File: src/rtl/fc_argmax.sv
// fc_argmax
// ---------
// Picks the largest of N_CLASS unsigned neuron outputs and reports its index
// and value. A vector is captured in one cycle, then scanned one entry per
// cycle. A strict greater-than is used for replacement, so on ties the lowest
// index wins.
//
// Parameters
//   WIDTH    activation width of the upstream layer
//   IN       fan-in of the upstream layer; the neuron width is
//            ZW = 2*WIDTH + clog2(IN)
//   N_CLASS  number of entries compared (2..256)
//
// Ports
//   clk        rising-edge clock
//   rst        synchronous, active-high reset
//   z          N_CLASS unsigned entries of ZW bits each
//   in_valid   z is valid this cycle
//   in_ready   block can take z (only in IDLE, and never while rst is high)
//   out_class  index of the maximum entry
//   out_max    value of the maximum entry
//   out_valid  out_class / out_max are valid
//   out_ready  downstream takes the result
//   dbg_state  current FSM state, for debug visibility
//
// Handshake: a transfer happens on a rising edge where both valid and ready
// are high. The producer holds its payload until that edge; ready never
// depends on valid in the same cycle. out_class / out_max keep their last
// value after the transfer; only out_valid qualifies them.

module fc_argmax #(
    parameter  int WIDTH   = 8,
    parameter  int IN      = 128,
    parameter  int N_CLASS = 10,
    localparam int ZW      = WIDTH * 2 + $clog2(IN),
    localparam int IW      = $clog2(N_CLASS)
) (
    input  logic          clk,
    input  logic          rst,
    input  logic [ZW-1:0] z [0:N_CLASS-1],
    input  logic          in_valid,
    output logic          in_ready,
    output logic [IW-1:0] out_class,
    output logic [ZW-1:0] out_max,
    output logic          out_valid,
    input  logic          out_ready,
    output logic [1:0]    dbg_state
);

    typedef enum logic [1:0] {
        IDLE = 2'd0,
        SCAN = 2'd1,
        DONE = 2'd2
    } state_t;

    localparam logic [IW-1:0] LAST = IW'(N_CLASS - 1);

    state_t        state;
    state_t        state_next;
    logic [ZW-1:0] zr [0:N_CLASS-1];
    logic [IW-1:0] idx;
    logic [ZW-1:0] best;
    logic [IW-1:0] best_idx;
    logic          accept;
    logic          take;

    assign in_ready  = (state == IDLE) && !rst;
    assign accept    = in_valid && in_ready;
    // Strict compare: an equal later entry never displaces an earlier one.
    assign take      = zr[idx] > best;
    assign dbg_state = state;

    // State register
    always_ff @(posedge clk) begin
        if (rst) begin
            state <= IDLE;
        end else begin
            state <= state_next;
        end
    end

    // Next-state logic
    always_comb begin
        state_next = state;
        case (state)
            IDLE:    if (in_valid)     state_next = SCAN;
            SCAN:    if (idx == LAST)  state_next = DONE;
            DONE:    if (out_ready)    state_next = IDLE;
            default:                   state_next = IDLE;
        endcase
    end

    // Payload copy: only ever written on an accepted transfer.
    always_ff @(posedge clk) begin
        if (accept) begin
            zr <= z;
        end
    end

    // Scan datapath and registered result
    always_ff @(posedge clk) begin
        if (rst) begin
            out_valid <= 1'b0;
            out_class <= '0;
            out_max   <= '0;
            idx       <= '0;
            best      <= '0;
            best_idx  <= '0;
        end else begin
            case (state)
                IDLE: begin
                    if (in_valid) begin
                        // Entry 0 is the initial candidate; scanning starts at 1.
                        best     <= z[0];
                        best_idx <= '0;
                        idx      <= IW'(1);
                    end
                end
                SCAN: begin
                    if (take) begin
                        best     <= zr[idx];
                        best_idx <= idx;
                    end
                    if (idx == LAST) begin
                        // Fold the last comparison straight into the outputs
                        // so the result is ready on the same edge.
                        out_valid <= 1'b1;
                        out_class <= take ? idx : best_idx;
                        out_max   <= take ? zr[idx] : best;
                    end else begin
                        idx <= idx + 1'b1;
                    end
                end
                DONE: begin
                    if (out_ready) begin
                        out_valid <= 1'b0;
                    end
                end
                default: ;
            endcase
        end
    end

endmodule

File: config.mk
export PLATFORM = sky130hd
export DESIGN_NAME = fc_argmax
export DESIGN_NICKNAME = d
export VERILOG_FILES = /design/src/rtl/fc_argmax.sv
export SDC_FILE = /design/constraint.sdc
export NUM_CORES = 1
export LEC_CHECK = 0
export CAP_MARGIN = 15
export CORE_MARGIN = 3
export CORE_UTILIZATION = 45
export CTS_BUF_LIST = sky130_fd_sc_hd__clkbuf_8 sky130_fd_sc_hd__clkbuf_16
export CTS_CLUSTER_SIZE = 12
export DETAILED_ROUTE_END_ITERATION = 12
export DONT_BUFFER_PORTS = 1
export PLACE_DENSITY = 0.67
export REMOVE_ABC_BUFFERS = 1
export SLEW_MARGIN = 20
export SYNTH_ARGS = -nofsm -noshare
export SYNTH_HDL_FRONTEND = slang
export SYNTH_SLANG_ARGS = --single-unit
export TNS_END_PERCENT = 1
File: constraint.sdc
create_clock -name clk -period 13.15 [get_ports clk]
set_input_delay 1.315 -clock clk [delete_from_list [all_inputs] [get_ports clk]]
set_output_delay 1.315 -clock clk [all_outputs]
set_load 0.03 [all_outputs]
### Word level (Yosys, flattened, before mapping)

Index checks and enable logic that the tools add are counted.

* bits in registers: 291
* input bits: 234
* output and inout bits: 31
* word-level logic and storage cells: 58

* magnitude comparators: 2
* equality and inequality tests: 7
* mux-type cells: 19
* reductions and logical operators: 11
* bitwise operators: 1
* add/sub/neg operators: 1

Operator list (number)
* 23-bit binary-select mux with 4-bit select: 1
* 23-bit 2-to-1 mux: 4
* 23-bit one-hot mux with 2 select lines: 1
* 23-bit greater-than comparator: 1
* 4-bit 2-to-1 mux: 4
* 4-bit one-hot mux with 2 select lines: 2
* 3-bit AND reduction: 3
* 2-bit inequality test, second input constant: 4
* 2-bit 2-to-1 mux: 3
* 2-bit one-hot mux with 3 select lines: 1
* 5-bit greater-or-equal comparator, second input constant: 1
* 4-bit NOT with 5-bit output: 1
* 4-bit by 1-bit adder with 4-bit output, second input constant: 1
* 4-bit == test, second input constant: 1
* 2-bit AND reduction: 2
* 2-bit nonzero test: 2
* 2-bit by 1-bit == test with 1-bit output, second input constant: 1
* 2-bit == test, second input constant: 1
* 1-bit logical AND: 2
* 2-bit logical NOT: 1
* 1-bit 2-to-1 mux: 2
* 1-bit one-hot mux with 2 select lines: 1
* 1-bit logical NOT: 1

### Longest topological paths before layout

Gate-level depths: netlist of run 1.

* word-level depth: 7
* mapped depth: 17
* depth with buffers taken out: 11

### Least setup slack after synthesis of run 1

OpenSTA, ideal clock, no wires.

* kind: input port to flip-flop
* start: in rst
* end: reg zr[0] (netlist bit) (enable)
* data required time: 12324 ps
* slack: 835 ps
* stages: 4
* arrival time: 11490 ps
* library setup time: 826 ps
* buffers on the path: 3
* path through: clkbuf_1 buf_1 clkbuf_1 nor2_1

* longest elaborated chain between the ends: 3

Ends and longest elaborated chain
* start, declared: RTL line 39 `input logic rst,`
* 1-bit logical NOT: RTL line 67 `assign in_ready = (state == IDLE) && !rst;`
* 1-bit logical AND: RTL line 67
* 1-bit logical AND: RTL line 68 `assign accept = in_valid && in_ready;`
* named net accept: RTL line 64 `logic accept;`
* end signal, assigned: RTL line 96 `zr <= z;`
* end, declared: RTL line 60 `logic [ZW-1:0] zr [0:N_CLASS-1];`

The timed path passes the listed nets, and every way through them passes these cells.
A chain may end at the register's enable or synchronous reset.

### Worst setup path after layout of run 1

* start: reg idx[0]
* end: reg best[13]

* longest elaborated chain between the ends: 7

Ends and longest elaborated chain
* start, declared: RTL line 61 `logic [IW-1:0] idx;`
* start signal, assigned: RTL line 131 `idx <= idx + 1'b1;`
* 4-bit NOT with 5-bit output (implied by the code) *: RTL line 70, 121
* 23-bit binary-select mux with 4-bit select *: RTL line 70, 121
* 23-bit 2-to-1 mux (implied by the code) * (2 in a row): RTL line 70, 121
* 23-bit greater-than comparator: RTL line 70 `assign take = zr[idx] > best;`
* 23-bit 2-to-1 mux *
* 23-bit one-hot mux with 2 select lines *: RTL line 110 `case (state)`
* end signal, assigned: RTL line 114 `best <= z[0];`
* end signal, assigned: RTL line 121 `best <= zr[idx];`
* end, declared: RTL line 62 `logic [ZW-1:0] best;`

Mark *: on every way between the ends. The rest lies on a longest branch, timed or not. The select of a mux whose other input is x is not followed.

==> results by group, run 1 <==
Run status
  • Status: finished clean

Setup path
  • Most used cell along the critical path: buf_4
  • Critical Path Source Type: flop
  • Critical path's slowest cell: nor3_4
  • WP data arrival: 5710 ps
  • CP cell instances: buf_4, mux4_2, a22oi_1, o21ai_0, ha_1, a211oi_2, nor2_1, o31a_4, nor3_4, buf_4, nor3_1, a311oi_1
  • Crit. End Element: flop
  • Delay-heaviest family, CP: compound AO/OA/AOI/OAI gates
  • CP max stage delay: around 810 ps
  • Crit-path max FO: 43
  • Crit path kind: reg -> reg
  • Worst EP required: approximately 14,000 ps
  • Crit path buf inv count: 2

Synthesis
  • Post-synthesis register bit count: between 200 and 300
  • Sequential fraction of the synthesis area: about two thirds
  • YS warnings: 0
  • Post-Syn Area: 0.0121 sq mm
  • Post-Synthesis Cells: approximately 800
  • Post-synth EDFFs: 230
  • Avg Inst Size Synth: roughly 15 sq um
  • Synth async-reset ratio: 0%
  • Synth unique cells: 51
  • Most used DFF post-synth: edfxtp_1

Timing
  • Fin crit share: between 30% and 40%
  • Clock Skews: around 16 ps
  • Slew margin rel.: around 34%
  • Pins Over Slew Limit: 0
  • Setup TNS after final layout: 0 ps
  • Slew of the pin with the lowest slew margin: 996 ps
  • Top achievable clock speed: between 150 and 200 MHz
  • Final setup fails: 0
  • Count of final hold-check violations: 0
  • RSZ-0062 raised after global routing: no
  • Min Tclk post-route: between 5000 and 6000 ps
  • Setup WS post-layout: approximately 8000 ps

Pwr
  • Reg power frac: slightly above 50%
  • Logic gate share of total power: under 10%
  • Switch Pwr: 474 uW
  • Switching portion of total power: a little under a quarter
  • PD cells: ~150 mW/mm^2
  • Peak VDD IR: ~0.12 mV
  • Clock Power Share: 39.2%
  • Leakage power: ~4.3 nW
  • Pint: roughly 1.6 mW

Die
  • Initial Util: between 40% and 50%
  • IO Pins: between 200 and 300
  • Die height: ~170 um
  • Die area: 0.0289 sq mm
  • Core Rows: 59
  • Die width: roughly 170 um
  • Core ar.: 0.0263 sq mm

CTS
  • Num CTS Buffers: 31
  • CTS Sinks: about 290
  • Clk buf depth: 3
  • Clk Tree Root Cell: clkbuf_16
  • Cts hold-fix bufs: 0
  • Post-CTS Setup Inserts: 0
  • Cts repair resizes: 0
  • CTS tree: yes
  • H-tree Lvls: 1
  • Skew-Pair Late Insertion Delay: 570 ps
  • Clk pin slew, worst setup/hold paths: roughly 60 ps

Final layout
  • Commonest non-fill, non-tap cell in the layout: edfxtp_1
  • Most frequent cells in the layout: edfxtp_1 (230), dfxtp_1 (59), nand2_1 (47)
  • Diode count: 0
  • Share of cells above drive strength 1: roughly 14%
  • Area Growth Syn to Fin: 9.76%
  • Multi-input logic area: 0.00362 sq mm
  • Nets: approximately 1,000
  • Sequential standard cell area: between 0.008 and 0.009 sq mm
  • # fillers: ~2,200

Min path
  • Hold Path Class: reg -> reg

Flow run
  • Total of max-cap violations: 0

GRT
  • Vias in the first global route: 6,778
  • Met1 GRT Util: 24.7%
  • Gr ovfl total: 0
  • GRT met3 Usage: about 6.3%
  • Antenna violations before repair: 0
  • Gr busiest metal: met2
  • First-pass GRT wire length: approximately 40,000 um
  • Largest net degree at the start of global routing: 87
  • Met2 Use GR: approximately 29%
  • GR Util All Layers: ~18%

Route
  • Via count: roughly 6,800
  • Vias per inst: between 5 and 6
  • # DRC: 0
  • Drt total wl: 27,600 um
  • DRT Pass-1 Iters: 4
  • DR iter-0 viols: 406
  • Post-route ant nets: 0
  • Drt wl/cell: around 24 um

Place
  • Port Buffers: 0
  • GPL Wtd Cong: around 0.8
  • Detail Placement HPWL: around 18,000 um
  • Setup WS pre-CTS: 7880 ps
## layout make-up
class,count,share of cell area [%]
multi-input cells,428,27.2
repair buffers,11,0.771
clock buffers,32,5.93
well taps,335,3.15
inverters,27,0.762
clock inverters,19,1.05
flip-flops and latches,291,61.1
## Yosys cell counts, types with 2 or more instances
cell type	number	area [sq um]
or3_1	3	18.8
nor4_1	2	12.5
mux2i_1	37	370
a32oi_1	23	201
clkbuf_1	27	101
a22oi_1	12	90.1
nor3_1	19	95.1
dfxtp_1	61	1220
nand3_1	2	10.0
mux4_2	46	1040
edfxtp_1	230	6910
a21o_1	2	15.0
buf_4	3	22.5
buf_2	15	75.1
nor2_1	49	184
nor4_2	2	25.0
o211ai_1	24	180
a311oi_1	12	105
nand2_1	48	180
inv_1	27	101
buf_6	7	78.8
a31oi_1	11	68.8
o21ai_0	37	185
nor2b_1	3	18.8
nand4_1	4	25.0
buf_1	4	15.0
o21ai_1	3	15.0
a211oi_1	2	15.0
a21oi_1	37	185
and2_1	6	37.5
ha_1	25	313
## metal layers
metal | part of all wire (%) | vias to the layer above
met2 | 47 | 284
li1 | - | 3132
met3 | 9.7 | 30
met5 | 0 | -
met1 | 41 | 3345
met4 | 1.7 | 0
## kinds of logic (layout without fill, tap and decap cells)
logic type	count (synthesis)	count (layout)	synth area share [%]
DFF	291	291	67.1
buffers and inverters	84	89	3.38
muxes	84	84	11.7
AOI/OAI and AO/OA	172	172	9.59
and+or+nand+nor	146	146	5.64
xor gates and xnor gates	1	1	0.0723
adders and majority gates	25	25	2.58
## registers in the layout, indices dropped and copies added, names as in the netlist
register and count:
out_valid 1, best 23, dbg_state 2, idx 4, out_class 4, zr 230, out_max 23, best_idx 4
## worst paths after layout
check                           startpoint        to  slack, ps  cells past startpoint
worst min-delay path              best[22]  best[22]        490                      2
worst max register to register      idx[0]  best[13]       7900                     12
worst min register to register    best[22]  best[22]        490                      2
worst max-delay path                idx[0]  best[13]       7900                     12
## stage by stage
step | power (mW) | instance area (sq um) | cells | hold WS, ps | utilization (%)
2_1_floorplan | 1.22 | 11800 | 746 | 458 | -
3_3_place_gp | 1.26 | 12300 | 1091 | 474 | 47.0
3_5_place_dp | 1.27 | 12300 | 1091 | 483 | 47.0
4_1_cts | 2.07 | 13300 | 1142 | 492 | 50.5
5_1_grt | 2.13 | 13300 | 1143 | 515 | 50.6
6_report | 2.05 | 13300 | 1143 | 491 | 50.6
## worst reg2reg max path: stages (launching register included)
cell,delay [ps]
dfxtp_4,790
buf_4,750
mux4_2,650
a22oi_1,180
o21ai_0,250
ha_1,400
a211oi_2,220
nor2_1,90
o31a_4,310
nor3_4,810
buf_4,360
nor3_1,70
a311oi_1,270
## power groups by stage
stage	Clock, mW	Combinational (mW)	Sequential (mW)
finish	0.804	0.189	1.06
CTS	0.819	0.189	1.06
floorplan	0	0.134	1.09
detailed placement	0	0.189	1.08
global placement	0	0.187	1.08
global route	0.857	0.208	1.06
Note: power is estimated with default switching activity, not from simulation.
==> inputs of run 2 (changes only) <==
PLACE_DENSITY = 0.65   (was 0.67)
clock period = 5.2 ns   (was 13.15 ns; I/O delays follow)
==> results by group, run 2 (synthesis gave the netlist of run 1 again) <==
Place
  • Placed instance count: 1,100 (+0.82%)
  • Port Buffers: 0 (unchanged)
  • Placed Instance Area: 0.0125 sq mm (+1.1%)
  • Setup WS pre-CTS: 599 ps (-7280 ps)
  • GPL Wtd Cong: 0.775 (-3.9%)
  • Detail Placement HPWL: 18,800 um (+1.8%)

GRT
  • Antenna violations before repair: 2 (+2)
  • Largest net degree at the start of global routing: 107 (+23%)
  • GR Util All Layers: 19.0% (+0.79 points)
  • Gr ovfl total: 0 (unchanged)
  • First-pass GRT wire length: 42,100 um (+3.8%)
  • Vias in the first global route: 7,031 (+3.7%)

Pwr
  • Reg power frac: 52.0% (+0.4 points)
  • Leakage power: 4.32 nW (+1.0%)
  • Pint: 3.93 mW (+150%)
  • Switching portion of total power: 23.5% (+0.33 points)
  • PD cells: 384 mW/mm^2 (+150%)
  • Switch Pwr: 1.21 mW (+150%)
  • Logic gate share of total power: 9.8% (+0.6 points)
  • Power, Total: 5.14 mW (+150%)
  • Clock Power Share: 38.2% (-1.0 points)
  • Peak VDD IR: 0.290 mV (+140%)

Final layout
  • Fin cells: 1,152 (+0.79%)
  • Most flop-heavy register: zr
  • Fin util: 50.9% (+0.25 points)
  • Largest register FFs: 230 (unchanged)
  • # fillers: 2,226 (+3.1%)
  • Share of cells above drive strength 1: 14.9% (+0.45 points)
  • Area Growth Syn to Fin: 10.3%
  • Nets: 1,057 (+0.76%)
  • Diode count: 0 (unchanged)
  • Cell area after layout: 0.0134 sq mm (+0.49%)
  • Biggest regs: zr (230), best (23), out_max (23)
  • Most frequent cells in the layout: edfxtp_1 (230), dfxtp_1 (59), nand2_1 (47)
  • Commonest non-fill, non-tap cell in the layout: edfxtp_1

Die
  • Initial Util: 46.1% (unchanged)
  • IO Pins: 265 (unchanged)
  • Die height: 170 um (unchanged)
  • Die width: 170 um (unchanged)
  • Core Rows: 59 (unchanged)
  • Die area: 0.0289 sq mm (unchanged)
  • Core ar.: 0.0263 sq mm (unchanged)

Route
  • Via count: 6,870 (+1.2%)
  • Vias per inst: 5.96 (+0.37%)
  • # DRC: 0 (unchanged)
  • DR iter-0 viols: 547 (+35%)
  • Post-route ant nets: 0 (unchanged)
  • DRT Pass-1 Iters: 5 (+1)
  • Drt wl/cell: 24.5 um (+1.3%)
  • Drt total wl: 28,200 um (+2.1%)

CTS
  • Skew-Pair Late Insertion Delay: 550 ps (-20 ps)
  • Post-CTS Setup Inserts: 0 (unchanged)
  • CTS tree: yes
  • Cts hold-fix bufs: 0 (unchanged)
  • Num CTS Buffers: 31 (unchanged)
  • Clk pin slew, worst setup/hold paths: 60 ps (about the same)
  • CTS Sinks: 291 (unchanged)
  • Cts repair resizes: 0 (unchanged)
  • Clk Tree Root Cell: clkbuf_16
  • H-tree Lvls: 1 (unchanged)
  • Clk buf depth: 3 (unchanged)

Timing
  • Min Tclk post-route: 4230 ps (-1020 ps)
  • RSZ-0062 raised after global routing: no
  • Setup TNS after final layout: 0 ps (unchanged)
  • Setup WS post-layout: 973 ps (-6930 ps)
  • Count of final hold-check violations: 0 (unchanged)
  • Hold Slack: 54.3 ps (-437 ps)
  • Final setup fails: 0 (unchanged)
  • Slew margin rel.: 37.4% (+3.9 points)
  • Pins Over Slew Limit: 0 (unchanged)
  • Top achievable clock speed: 237 MHz (+24%)
  • Clock Skews: 12.5 ps (-3.63 ps)
  • Fin crit share: 81.3% (+41 points)
  • Slew of the pin with the lowest slew margin: 932 ps (-64.1 ps)

Setup path
  • Worst EP required: 5670 ps (-7940 ps)
  • WP data arrival: 4700 ps (-1010 ps)
  • Critical Path Source Type: flop
  • Crit-path max FO: 27 (-37%)
  • Crit path kind: reg -> reg
  • Crit. End Element: flop

Run status
  • Status: finished clean

Min path
  • Hold Path Class: in -> reg

Flow run
  • Total of max-cap violations: 0 (unchanged)
[run 2: per-layer routing]
layer | track usage [%] | vias to the layer above | part of all wire (%)
li1 | - | 3146 | -
met1 | 25.7 | 3410 | 41
met2 | 30.1 | 272 | 47
met3 | 6.46 | 38 | 9.5
met4 | 4.37 | 4 | 1.9
met5 | 0 | - | 0.074
[run 2: worst max-delay path, cell delays in order, from the launching register on]
cell and delay [ps]:
dfxtp_4 590, buf_12 280, mux4_2 550, a22oi_1 200, o21ai_1 200, ha_1 380
nand4_1 210, nor4_2 460, o31a_4 260, or3_2 550, a21oi_1 150, a211oi_1 250
[run 2: path summary, 6_finish.rpt]
| kind | startpoint | end | slack, ps | depth (start not counted) |
|---|---|---|---|---|
| setup / recovery | idx[0] | out_class[3] | 970 | 11 |
| hold / removal | rst | out_max[18] | 50 | 1 |
| setup reg to reg | idx[0] | out_class[3] | 970 | 11 |
| hold reg to reg | best[18] | best[18] | 490 | 2 |
[run 2: cell type report]
type                            count  area (sq um)  share of cell area [%]
Clock buffer                       31           776                    5.80
Clock inverter                     21           116                   0.870
Inverter                           27           101                   0.758
Multi-Input combinational cell    428          3620                    27.1
Sequential cell                   291          8130                    60.8
Tap cell                          335           419                    3.13
Timing Repair Buffer               19           205                    1.53
[run 2: power groups by stage]
| stage | Clock [mW] | Combinational, mW | Sequential (mW) |
|---|---|---|---|
| after floorplan | 0 | 0.340 | 2.75 |
| after global routing | 2.09 | 0.557 | 2.68 |
| after global placement | 0 | 0.500 | 2.72 |
| after CTS | 2.01 | 0.507 | 2.67 |
| after detailed placement | 0 | 0.505 | 2.72 |
| final | 1.96 | 0.504 | 2.67 |
==> inputs of run 3 (changes only) <==
PLACE_DENSITY = 0.67   (was 0.65)
clock period = 3.45 ns   (was 5.2 ns; I/O delays follow)
==> results by group, run 3 (synthesis gave the netlist of run 1 again) <==
Timing
  • Min Tclk post-route: 3610 ps (-620 ps)
  • Slew margin rel.: 32.1% (-5.3 points)
  • Setup WS post-layout: -157 ps (-1130 ps)
  • RSZ-0062 raised after global routing: yes
  • Clock Skews: 21.5 ps (+8.97 ps)
  • Count of final hold-check violations: 0 (unchanged)
  • Setup TNS after final layout: -5220 ps (-5220 ps)
  • Pins Over Slew Limit: 0 (unchanged)
  • Top achievable clock speed: 277 MHz (+17%)
  • Slew of the pin with the lowest slew margin: 1010 ps (+78.5 ps)
  • Final setup fails: 54 (+54)
  • Fin crit share: 105% (+23 points)

Final layout
  • Commonest non-fill, non-tap cell in the layout: dlygate4sd3_1
  • Biggest regs: zr (230), best (23), out_max (23)
  • Sequential standard cell area: 0.00813 sq mm (unchanged)
  • Nets: 1,363 (+29%)
  • Share of cells above drive strength 1: 21.7% (+6.8 points)
  • Cell area after layout: 0.0171 sq mm (+28%)
  • Largest register FFs: 230 (unchanged)
  • Diode count: 0 (unchanged)
  • Fin cells: 1,464 (+27%)
  • Area Growth Syn to Fin: 40.9%
  • Multi-input logic area: 0.00395 sq mm (+9.1%)
  • Most frequent cells in the layout: dlygate4sd3_1 (237), edfxtp_1 (230), dfxtp_1 (59)
  • Most flop-heavy register: zr
  • # fillers: 1,815 (-18%)

CTS
  • Clk Tree Root Cell: clkbuf_16
  • CTS Sinks: 291 (unchanged)
  • Clk buf depth: 3 (unchanged)
  • Clk pin slew, worst setup/hold paths: 60 ps (about the same)
  • CTS tree: yes
  • H-tree Lvls: 2 (+1)
  • Num CTS Buffers: 34 (+9.7%)
  • Skew-Pair Late Insertion Delay: 510 ps (-40 ps)

Die
  • Die area: 0.0289 sq mm (unchanged)
  • Die height: 170 um (unchanged)
  • IO Pins: 265 (unchanged)
  • Initial Util: 46.1% (unchanged)
  • Core ar.: 0.0263 sq mm (unchanged)
  • Die width: 170 um (unchanged)
  • Core Rows: 59 (unchanged)

Setup path
  • CP cell instances: buf_6, buf_12, buf_16, mux4_2, mux2i_4, o21ai_1, ha_1, nand4_1, buf_4, nor4_4, o31a_4, nor3_4, buf_4, buf_12, o211ai_1, a21oi_1
  • Reg2reg path depth: 16 (+5)
  • CP max stage delay: 550 ps (-40 ps)
  • Worst r2r src: idx[0]
  • Flop2flop setup slack: -160 ps (-1130 ps)
  • Crit path kind: reg -> reg
  • Critical path's slowest cell: mux4_2
  • Worst reg2reg path endpoint: out_max[3]
  • Crit. End Element: flop
  • Worst EP required: 3830 ps (-1840 ps)
  • WP data arrival: 3980 ps (-720 ps)
  • Critical Path Source Type: flop
  • Crit-path max FO: 13 (-52%)

Route
  • Drt total wl: 34,400 um (+22%)
  • DR iter-0 viols: 745 (+36%)
  • Vias per inst: 5.71 (-4.2%)
  • Drt wl/cell: 23.5 um (-4.2%)
  • # DRC: 0 (unchanged)
  • DRT Pass-1 Iters: 5 (unchanged)
  • Via count: 8,362 (+22%)
  • Highest metal used: met4
  • Met3 routed WL: 3110 um (+15%)
  • Post-route ant nets: 0 (unchanged)
  • Metal2 WL: 17,100 um (+29%)
  • WL met1: 13,400 um (+15%)

Run status
  • Status: complete, but fails checks
  • Failing checks: negative setup slack

Pwr
  • Leakage power: 5.94 nW (+37%)
  • Pint: 6.83 mW (+74%)
  • Switching portion of total power: 23.9% (+0.45 points)
  • Peak VDD IR: 0.470 mV (+62%)
  • Logic gate share of total power: 16.3% (+6.5 points)
  • Reg power frac: 44.8% (-7.2 points)
  • Switch Pwr: 2.15 mW (+78%)
  • Clock Power Share: 38.9% (+0.7 points)
  • PD cells: 525 mW/mm^2 (+37%)
  • Power, Total: 8.97 mW (+75%)

Place
  • Placed Instance Area: 0.0128 sq mm (+2.7%)
  • GPL Wtd Cong: 0.862 (+11%)
  • Detail Placement HPWL: 19,700 um (+4.8%)
  • Placed instance count: 1,134 (+3.1%)
  • Port Buffers: 0 (unchanged)
  • Setup WS pre-CTS: -200 ps (-799 ps)

Min path
  • Worst hold endpoint: best[15]
  • Worst Hold Depth: 3 (+2)
  • Min-delay src: rst
  • Hold Path Class: in -> reg

Flow run
  • Total of max-cap violations: 0 (unchanged)

GRT
  • GR Util All Layers: 23.2% (+4.2 points)
  • Gr ovfl total: 0 (unchanged)
  • First-pass GRT wire length: 51,200 um (+22%)
  • Largest net degree at the start of global routing: 122 (+14%)
  • Vias in the first global route: 8,926 (+27%)
  • Antenna violations before repair: 0 (-2)
[run 3: final cells by class]
cell class / count / area share [%]
clock buffer: 38 / 5.50
clock inverter: 23 / 0.916
inverter: 27 / 0.593
multi-input combinational: 428 / 23.1
sequential: 291 / 47.6
tap: 335 / 2.45
timing repair buffer: 322 / 19.8
[run 3: per-stage QoR]
stage          utilization (%)  hold slack (ps)
2_1_floorplan                -              414
6_report                  65.0             31.1
4_1_cts                   64.0             -102
3_5_place_dp              48.8              435
3_3_place_gp              48.8              435
5_1_grt                   65.0             15.1
[run 3: timing repair]
item	CTS	global route
gates resized for setup	60	51
buffers inserted	20	7
hold endpoints to repair	279	42
pin swaps	17	33
setup endpoints to repair	54	54
hold buffers	237	1
gates cloned	5	0
[run 3: how the worst max path moves through the flow]
stage | startpoint | end | slack (ps)
4_1_cts | idx[0] | best_idx[2] | -90
3_5_place_dp | idx[0] | best_idx[2] | -200
3_3_place_gp | idx[0] | out_max[0] | -150
2_1_floorplan | dbg_state[1] | zr[0] | -8260
5_1_grt | idx[0] | out_max[7] | -250
6_report | idx[0] | out_max[3] | -160
[run 3: metal layers]
metal | global-route usage [%] | vias to the layer above
met3 | 6.55 | 60
met5 | 0 | -
li1 | - | 3774
met4 | 6.42 | 0
met2 | 38.9 | 380
met1 | 29.7 | 4148
[run 3: power groups by stage]
stage,Sequential [mW],Combinational [mW],Clock [mW]
floorplan,4.15,0.513,0
global placement,4.08,0.886,0
detailed placement,4.09,0.893,0
CTS,4.01,1.34,3.54
global route,4.03,1.56,3.73
finish,4.02,1.46,3.49
[run 3: critical path, delay by kind of cell, from the launching register on]
| family | cells | cell delay, ps |
|---|---|---|
| simple gates | 3 | 460 |
| compound gates | 4 | 660 |
| flops | 1 | 380 |
| fa+ha+maj | 1 | 360 |
| mux | 2 | 730 |
| buf+inv | 6 | 860 |
